[src/rtl/i2c_apb_regs.sv]
// APB register front-end for i2c_controller: TX/RX byte FIFOs, a per-byte
// launch sequencer and sticky status bits feeding a level interrupt.
module i2c_apb_regs #(
  parameter int FIFO_DEPTH = 4,
  parameter int RDLEN_W    = 4
) (
  input  logic        clk,
  input  logic        rst,
  input  logic        psel,
  input  logic        penable,
  input  logic        pwrite,
  input  logic [4:0]  paddr,
  input  logic [31:0] pwdata,
  output logic [31:0] prdata,
  output logic        pready,
  output logic        pslverr,
  output logic        irq,
  output logic        ctrl_enable,
  output logic [6:0]  ctrl_slave_address,
  output logic [7:0]  ctrl_data_in,
  output logic        ctrl_rw,
  output logic        ctrl_repeated_start,
  input  logic        ctrl_busy,
  input  logic        ctrl_done,
  input  logic        ctrl_ack_err,
  input  logic [7:0]  ctrl_data_out
);
  localparam int AW = $clog2(FIFO_DEPTH);
  localparam int PW = AW + 1;

  typedef enum logic [1:0] {S_IDLE, S_LOAD, S_PULSE, S_WAIT} state_t;
  state_t state;

  logic [RDLEN_W-1:0] cfg_len, xfer_len, byte_cnt;
  logic               cfg_rw, cfg_rs, cfg_irq_en;
  logic [6:0]         cfg_addr;
  logic               sticky_nack, sticky_done, sticky_ovr;
  logic [7:0]         tx_mem [FIFO_DEPTH];
  logic [7:0]         rx_mem [FIFO_DEPTH];
  logic [PW-1:0]      tx_wptr, tx_rptr, rx_wptr, rx_rptr;

  function automatic logic fifo_empty(input logic [PW-1:0] w, input logic [PW-1:0] r);
    return w == r;
  endfunction

  function automatic logic fifo_full(input logic [PW-1:0] w, input logic [PW-1:0] r);
    return (w[AW] != r[AW]) && (w[AW-1:0] == r[AW-1:0]);
  endfunction

  logic acc, wr, rd, aligned, mapped;
  logic sel_ctrl, sel_addr, sel_tx, sel_rx, sel_stat;
  logic tx_empty, tx_full, rx_empty, rx_full;
  logic launch, tx_push_req, tx_push, tx_pop, rx_push_req, rx_push, rx_pop;
  logic byte_end, last_rd, nack_set, done_set, ovr_set;
  logic [2:0] w1c;
  logic unused_pwdata;

  assign acc      = psel & penable;
  assign wr       = acc & pwrite;
  assign rd       = acc & ~pwrite;
  assign aligned  = (paddr[1:0] == 2'b00);
  assign sel_ctrl = aligned & (paddr[4:2] == 3'd0);
  assign sel_addr = aligned & (paddr[4:2] == 3'd1);
  assign sel_tx   = aligned & (paddr[4:2] == 3'd2);
  assign sel_rx   = aligned & (paddr[4:2] == 3'd3);
  assign sel_stat = aligned & (paddr[4:2] == 3'd4);
  assign mapped   = sel_ctrl | sel_addr | sel_tx | sel_rx | sel_stat;

  assign tx_empty = fifo_empty(tx_wptr, tx_rptr);
  assign tx_full  = fifo_full(tx_wptr, tx_rptr);
  assign rx_empty = fifo_empty(rx_wptr, rx_rptr);
  assign rx_full  = fifo_full(rx_wptr, rx_rptr);

  // A start is only honoured from IDLE with an idle controller, and a write
  // start needs at least one queued byte.
  assign launch      = wr & sel_ctrl & pwdata[0] & (state == S_IDLE) & ~ctrl_busy
                     & (pwdata[1] | ~tx_empty);
  assign tx_push_req = wr & sel_tx;
  assign tx_push     = tx_push_req & ~tx_full;
  assign tx_pop      = (state == S_LOAD) & ~cfg_rw & ~tx_empty;
  assign byte_end    = (state == S_WAIT) & ctrl_done;
  assign rx_push_req = byte_end & ~ctrl_ack_err & ctrl_rw;
  assign rx_push     = rx_push_req & ~rx_full;
  assign rx_pop      = rd & sel_rx & ~rx_empty;
  assign last_rd     = (byte_cnt == xfer_len);
  assign nack_set    = byte_end & ctrl_ack_err;
  assign done_set    = byte_end & ~ctrl_ack_err & (ctrl_rw ? last_rd : tx_empty);
  assign ovr_set     = (tx_push_req & tx_full) | (rx_push_req & rx_full);
  assign w1c         = (wr & sel_stat) ? pwdata[7:5] : 3'b000;

  assign pready        = 1'b1;
  assign pslverr       = acc & ~mapped;
  assign irq           = cfg_irq_en & (sticky_done | sticky_nack | sticky_ovr);
  assign unused_pwdata = ^pwdata[31:8+RDLEN_W];

  // Software-visible configuration registers
  always_ff @(posedge clk) begin
    if (rst) begin
      cfg_rw     <= 1'b0;
      cfg_rs     <= 1'b0;
      cfg_irq_en <= 1'b0;
      cfg_len    <= '0;
      cfg_addr   <= '0;
    end else begin
      if (wr & sel_ctrl) begin
        cfg_rw     <= pwdata[1];
        cfg_rs     <= pwdata[2];
        cfg_irq_en <= pwdata[3];
        cfg_len    <= pwdata[8 +: RDLEN_W];
      end
      if (wr & sel_addr) cfg_addr <= pwdata[6:0];
    end
  end

  // TX FIFO: filled from APB, drained by the sequencer in LOAD
  always_ff @(posedge clk) begin
    if (rst) begin
      tx_wptr <= '0;
      tx_rptr <= '0;
      for (int i = 0; i < FIFO_DEPTH; i++) tx_mem[i] <= '0;
    end else begin
      if (tx_push) begin
        tx_mem[tx_wptr[AW-1:0]] <= pwdata[7:0];
        tx_wptr                 <= tx_wptr + 1'b1;
      end
      if (tx_pop) tx_rptr <= tx_rptr + 1'b1;
    end
  end

  // RX FIFO: filled from the controller, drained by RXDATA reads
  always_ff @(posedge clk) begin
    if (rst) begin
      rx_wptr <= '0;
      rx_rptr <= '0;
      for (int i = 0; i < FIFO_DEPTH; i++) rx_mem[i] <= '0;
    end else begin
      if (rx_push) begin
        rx_mem[rx_wptr[AW-1:0]] <= ctrl_data_out;
        rx_wptr                 <= rx_wptr + 1'b1;
      end
      if (rx_pop) rx_rptr <= rx_rptr + 1'b1;
    end
  end

  // Sticky status; a hardware set beats a same-cycle write-one-to-clear
  always_ff @(posedge clk) begin
    if (rst) begin
      sticky_nack <= 1'b0;
      sticky_done <= 1'b0;
      sticky_ovr  <= 1'b0;
    end else begin
      sticky_nack <= (sticky_nack & ~w1c[0]) | nack_set;
      sticky_done <= (sticky_done & ~w1c[1]) | done_set;
      sticky_ovr  <= (sticky_ovr  & ~w1c[2]) | ovr_set;
    end
  end

  // Byte sequencer: one launch per byte, controller outputs held until done
  always_ff @(posedge clk) begin
    if (rst) begin
      state               <= S_IDLE;
      ctrl_enable         <= 1'b0;
      ctrl_slave_address  <= '0;
      ctrl_data_in        <= '0;
      ctrl_rw             <= 1'b0;
      ctrl_repeated_start <= 1'b0;
      byte_cnt            <= '0;
      xfer_len            <= '0;
    end else begin
      ctrl_enable <= 1'b0;
      case (state)
        S_IDLE: begin
          if (launch) begin
            state    <= S_LOAD;
            byte_cnt <= '0;
            xfer_len <= pwdata[8 +: RDLEN_W];
          end
        end
        S_LOAD: begin
          ctrl_slave_address  <= cfg_addr;
          ctrl_rw             <= cfg_rw;
          ctrl_repeated_start <= cfg_rs;
          if (tx_pop) ctrl_data_in <= tx_mem[tx_rptr[AW-1:0]];
          state <= S_PULSE;
        end
        S_PULSE: begin
          ctrl_enable <= 1'b1;
          state       <= S_WAIT;
        end
        S_WAIT: begin
          if (ctrl_done) begin
            if (ctrl_ack_err) begin
              state <= S_IDLE;
            end else if (ctrl_rw) begin
              if (last_rd) begin
                state <= S_IDLE;
              end else begin
                byte_cnt <= byte_cnt + 1'b1;
                state    <= S_PULSE;
              end
            end else begin
              state <= tx_empty ? S_IDLE : S_LOAD;
            end
          end
        end
        default: state <= S_IDLE;
      endcase
    end
  end

  // APB read mux, live during the access phase
  always_comb begin
    prdata = '0;
    if (acc) begin
      if (sel_ctrl) begin
        prdata[1]             = cfg_rw;
        prdata[2]             = cfg_rs;
        prdata[3]             = cfg_irq_en;
        prdata[8 +: RDLEN_W]  = cfg_len;
      end
      if (sel_addr) prdata[6:0] = cfg_addr;
      if (sel_rx && !rx_empty) prdata[7:0] = rx_mem[rx_rptr[AW-1:0]];
      if (sel_stat) prdata[7:0] = {sticky_ovr, sticky_done, sticky_nack, rx_empty,
                                   rx_full, tx_empty, tx_full, (state != S_IDLE)};
    end
  end
endmodule

[config.mk]
export PLATFORM = sky130hd
export DESIGN_NAME = i2c_apb_regs
export DESIGN_NICKNAME = d
export VERILOG_FILES = /design/src/rtl/i2c_apb_regs.sv
export SDC_FILE = /design/constraint.sdc
export NUM_CORES = 1
export LEC_CHECK = 0
export CORE_MARGIN = 10
export CORE_UTILIZATION = 45
export DETAILED_ROUTE_END_ITERATION = 8
export PLACE_DENSITY = 0.7
export SETUP_SLACK_MARGIN = 0.5
export SYNTH_ARGS = -nofsm -noshare
export SYNTH_HDL_FRONTEND = slang
export SYNTH_SLANG_ARGS = --single-unit
[constraint.sdc]
create_clock -name clk -period 2.4 [get_ports clk]
set_input_delay 0.6 -clock clk [delete_from_list [all_inputs] [get_ports clk]]
set_output_delay 0.6 -clock clk [all_outputs]
set_load 0.01 [all_outputs]
# ---- Word level (Yosys, flattened, before mapping)
# Memories as Yosys holds them, arrays and structs flattened. A register that Yosys moved wholly into a read port is not among the register bits.
# Index checks and enable logic that the tools add are counted.
dict set report totals {
  reg_bits 49
  inputBits 53
  word_cells 155
  mem_count 2
  output_inout_bits 53
  ram_bits 64
  latchBits 0
  rom_bits 0
}
# memory words word_bits read_ports rd_ports_with_merged_regs write_ports line
set mem_list {}
lappend mem_list {rx_mem 4 8 1 1 4 39} ;# logic [7:0] rx_mem [FIFO_DEPTH];
lappend mem_list {tx_mem 4 8 1 1 4 38} ;# logic [7:0] tx_mem [FIFO_DEPTH];
dict set report classes {
  magnitude_cmp 0
  n_mul 0
  n_addsub 5
  n_eq_ne 19
  n_mux 38
  div 0
  reduce_logical 15
  shift 0
  bitwise_logic 57
}
# op count
set ops {}
lappend ops {{$and A1 B1 Y1} 34}
lappend ops {{$mux W8} 4}
lappend ops {{$mux W4} 6}
lappend ops {{$mux W2} 9}
lappend ops {{$reduce_or A8 Y1} 2}
lappend ops {{$mux W1} 13}
lappend ops {{$add A3 B1 Y3 const B} 4}
lappend ops {{$mux W12} 1}
lappend ops {{$not A1 Y1} 12}
lappend ops {{$or A1 B1 Y1} 11}
lappend ops {{$ne A2 B2 Y1 const B} 5}
lappend ops {{$pmux W2 S4} 1}
lappend ops {{$pmux W4 S2} 1}
lappend ops {{$mux W7} 1}
lappend ops {{$eq A3 B2 Y1 const B} 2}
lappend ops {{$eq A3 B3 Y1} 2}
lappend ops {{$mux W3} 2}
lappend ops {{$reduce_and A2 Y1} 3}
lappend ops {{$reduce_and A6 Y1} 1}
lappend ops {{$add A4 B1 Y4 const B} 1}
lappend ops {{$eq A2 B2 Y1} 2}
lappend ops {{$eq A2 B2 Y1 const B} 2}
lappend ops {{$eq A4 B4 Y1} 1}
lappend ops {{$logic_not A2 Y1} 2}
lappend ops {{8 further kinds} 12}

# ---- Longest topological paths before layout
dict set report logic_depth {
  depth_word 10
  depth_mapped 6
  depth_no_buf 4
}

# ---- Worst setup path before layout
# OpenSTA, ideal clock, no wires.
dict set report synth_timing {
  path_type {input -> output}
  start {input port paddr[2]}
  end {output port prdata[0]}
  t_arrival_ps 2001
  required_ps 1800
  n_path_buf 2
  cell_stages 6
  slack_ps -201
  path_cell_list {buf_2 > nor4_1 > and2_0 > clkbuf_1 > a221oi_1 > a211oi_1}
}
dict set report synth_via {
  elab_chain_len 6
  word_cells_on_any_way 11
  cone_classes {eq/ne (3); mux (4); bitwise (3); reduce/logical (1)}
}
# item line
set synth_rtl {}
lappend synth_rtl {{start, declared} 12} ;# input logic [4:0] paddr,
lappend synth_rtl {{$eq A3 B1 Y1 / $eq A3 B2 Y1 (equally long branches)} {63, 65}}
lappend synth_rtl {{$and A1 B1 Y1 (on tied branches)} {63, 65}}
lappend synth_rtl {{$mux W7 / $logic_and A1 B1 Y1 (equally long branches)} {221, 222}}
lappend synth_rtl {{$mux W8} 222} ;# if (sel_rx && !rx_empty) prdata[7:0] = rx_mem[rx_rptr[AW-1:0]];
lappend synth_rtl {{$mux W8 (*)} 223} ;# if (sel_stat) prdata[7:0] = {sticky_ovr, sticky_done, sticky_nack, rx_empty,
lappend synth_rtl {{$mux W12 (*)} 214} ;# if (acc) begin
lappend synth_rtl {{end, declared} 14} ;# output logic [31:0] prdata,
# Mark *: on every way between the ends. The rest lies on a longest branch, timed or not.

# ---- Final worst setup path
dict set report layout_timing {
  start {input port paddr[1]}
  end {output port prdata[6]}
}
dict set report layout_via {
  elab_chain_len 6
  word_cells_on_any_way 9
  cone_classes {mux (4); bitwise (3); reduce/logical (2)}
}
# item line
set layout_rtl {}
lappend layout_rtl {{$logic_not A2 Y1 (*)} 61} ;# assign aligned = (paddr[1:0] == 2'b00);
lappend layout_rtl {{$and A1 B1 Y1 (on tied branches)} {63, 65}}
lappend layout_rtl {{$mux W7 / $logic_and A1 B1 Y1 (equally long branches)} {221, 222}}
lappend layout_rtl {{$mux W8} 222}
lappend layout_rtl {{$mux W8 (*)} 223}
lappend layout_rtl {{$mux W12 (*)} 214}
# Marked as above.

==> results.cfg <==
[yosys]
syn_inst = 513
synth-adder-area-share = 0.0105
syn_avg_cell_area_um2 = 11.7
synth.area.top_cells = edfxtp_1 32%, dfxtp_1 20%, and2_1 7.3%, mux4_2 6.0%, mux2i_1 5.0%
syn_area_mm2 = 0.00599
synth-compound-area-share = 0.0761
synthTopCellsByCount = 70 x and2_1, 64 x edfxtp_1, 59 x dfxtp_1
synthArstFlopShare = 0
synth.mux.area_fraction = 0.110
synth_seq_cells = 123
ys_types = 53
yosysTopAreaCell = edfxtp_1
ys.flop_type = edfxtp_1
synth-warning-count = 0
synth_most_common_cell = and2_1
synth_simple_gate_area_frac = 0.210
synth_top_area_share = 0.321
seq_area_frac_synth = 0.518
synth_top_family_by_area = simple AND/OR/NAND/NOR gates
synth_edf_count = 64
synth-xor-area-share = 0.0270

[detailed_routing]
drcViolationCount = 0
wire_per_inst_um = 18.3
ant_nets = 0
drtIter0Drc = 344
via_count = 4560
dr.pass1.iters = 5
wl_mm = 15.6
vias_per_cell = 5.34

[place]
place_ws_ns = -1.01
port_buffers = 64
post-place-cells = 797
hpwl_mm = 10.9
gp_congestion = 0.848
placed_area_mm2 = 0.00739

[die]
start_util = 0.456
io_pins = 106
die_h_um = 135
core_area_mm2 = 0.0131
fp-row-count = 42
dieArea_mm2 = 0.0183
die_x_um = 135

[critical_path]
startpoint_type = input pin
worstPathArrival_ns = 2.08
worstPathMaxFanout = 6
r2r_setup_slack_ns = 0.38
r2r_end = rx_mem[1][1]
cp.required_ns = 1.80
endpoint = prdata[6]
reg2reg_from = rx_rptr[2]
crit_start = paddr[1]
reg2regPathDepth = 7
crit_type = in2out
worstSetupEndpointType = output port

[timing]
slew_viol_final = 0
clock.fmax_ghz = 0.374
setup_ws_ns = -0.276
fin_skew_ns = 0.00666
finalHoldViolations = 0
relSlewSlack = 0.515
period_needed_ns = 2.68
worstMarginPinSlew_ns = 0.728
finalCritPeriodShare = 1.12
hold_slack_ns = 0.453
setup_viol = 9
grt_setup_unrepaired = yes

[cts]
cts_tree = built
clock_path_buffers = 2
h-tree-depth = 4
cts-root-buf = clkbuf_16
clk_latency_ns = 0.42
clkTransAtPathRegs_ns = 0.05
cts_inserted_buffers = 17
clock_sinks = 123

[hold_path]
hp-class = reg2reg

[job]
cap_viol_max_count = 0

[global_route]
grt_pass1_wl_mm = 24.8
met1_usage = 0.202
grt_max_degree = 55
grt-ovfl-total = 0
grt_use_total = 0.174
grt_pass1_vias = 4756
grt.busiest_layer = met2
antenna_found_initial = 0
use_met3 = 0.0438
gr-usage-met2 = 0.295

[pwr]
ir_worst_vdd_mv = 0.521
p_leak_uw = 0.00339
power_density_mw_per_mm2 = 592

[cells_and_area]
final_area_mm2 = 0.00846
nets = 723
drive_above_1_share = 0.414
post-route-util = 0.644
instances_no_fill = 854
syn2layout_area_growth_pct = 41.3
num_antenna_cells = 0

[status]
status = finished, violations left
violations = setup timing
[how the worst min path moves through the flow]
stage	startpoint	end	slack, ns	depth (start not counted)
global placement	ctrl_slave_address[3]	ctrl_slave_address[3]	0.44	2
floorplan	cfg_rs	ctrl_repeated_start	0.44	2
global route	ctrl_slave_address[5]	ctrl_slave_address[5]	0.47	2
detailed placement	ctrl_repeated_start	ctrl_repeated_start	0.45	2
CTS	ctrl_repeated_start	ctrl_repeated_start	0.46	2
finish	ctrl_repeated_start	ctrl_repeated_start	0.45	2
[layout make-up]
cell class              count  area (um2)
fillers                  1019        4680
flip-flops and latches    123        3110
multi-input cells         359        3070
repair buffers            159        1470
clock buffers              21         450
well taps                 176         220
clock inverters            11         121
inverters                   5        18.8
[flip-flops by register name, summed over array words and instances (netlist names), 2 cells and up, named ones only]
register            cells
byte_cnt                4
cfg_addr                7
cfg_len                 4
ctrl_data_in            8
ctrl_slave_address      7
rx_mem                 32
rx_rptr                 3
rx_wptr                 3
state                   2
tx_mem                 32
tx_rptr                 3
tx_wptr                 3
xfer_len                4
[critical path, stage by stage]
cell      delay, ns
buf_6          0.10
buf_6          0.12
nor4b_4        0.32
o311a_4        0.29
buf_4          0.12
a22oi_2        0.07
a211oi_2       0.28
buf_2          0.18
[per-layer routing]
layer | part of all wire | vias up
met4 | 0.023 | 0
met5 | 0 | -
met2 | 0.51 | 127
li1 | - | 2146
met1 | 0.41 | 2255
met3 | 0.055 | 32
[cell families after synthesis]
group | Yosys count
adders and majority gates | 5
and+or+nand+nor | 208
DFF | 123
buffers and inverters | 50
xor gates and xnor gates | 15
other | 2
muxes | 46
AOI/OAI and AO/OA | 64
[cell usage in the layout, fill, tap and decap left out, drive strengths merged, types with 3 or more instances in the layout]
cell type / Yosys / layout
xnor2: 6 / 6
or3: 6 / 6
dlygate4sd2: 0 / 23
mux2i: 30 / 30
and3: 3 / 3
nand4: 6 / 6
o311ai: 4 / 4
a211oi: 7 / 7
buf: 32 / 111
nand2b: 4 / 4
or4: 3 / 3
inv: 5 / 5
clkinv: 0 / 8
o21ai: 10 / 10
mux4: 16 / 16
nand2: 25 / 25
xor2: 9 / 9
edfxtp: 64 / 64
a21oi: 24 / 24
nand4b: 3 / 3
and2: 71 / 71
dfxtp: 59 / 59
nor4b: 6 / 6
nor2: 41 / 41
clkdlybuf4s50: 0 / 21
clkdlybuf4s15: 0 / 3
a22oi: 5 / 5
conb: 2 / 21
clkbuf: 13 / 22
or2: 6 / 6
nand3: 8 / 8
ha: 5 / 5
nor4: 4 / 4
nor3: 14 / 14
[where the power goes]
| part | switching, uW | total [uW] | internal [uW] | leakage [uW] |
|---|---|---|---|---|
| registers | 10.4 | 2250 | 2240 | 0.00114 |
| clock network | 928 | 2480 | 1550 | 0.000278 |
| logic | 151 | 277 | 126 | 0.00197 |
| total | 1090 | 5010 | 3920 | 0.00339 |
[through the flow]
step | TNS, ns | power [uW]
after floorplan | -0.0232 | 2430
after global placement | -25.14 | 2540
after detailed placement | -29.94 | 2550
after CTS | -1.69 | 5030
after global routing | -1.99 | 5140
final | -1.48 | 5010
[what timing repair did]
action                                 CTS  global route
cloned                                   0             0
setup endpoints to repair              185           137
pin swaps                               27            20
hold buffers                             0             0
gates resized for setup                160            56
buffers inserted                        21             4
endpoints found under the hold margin    0             0
No activity file was read; power rests on OpenSTA's default activity.
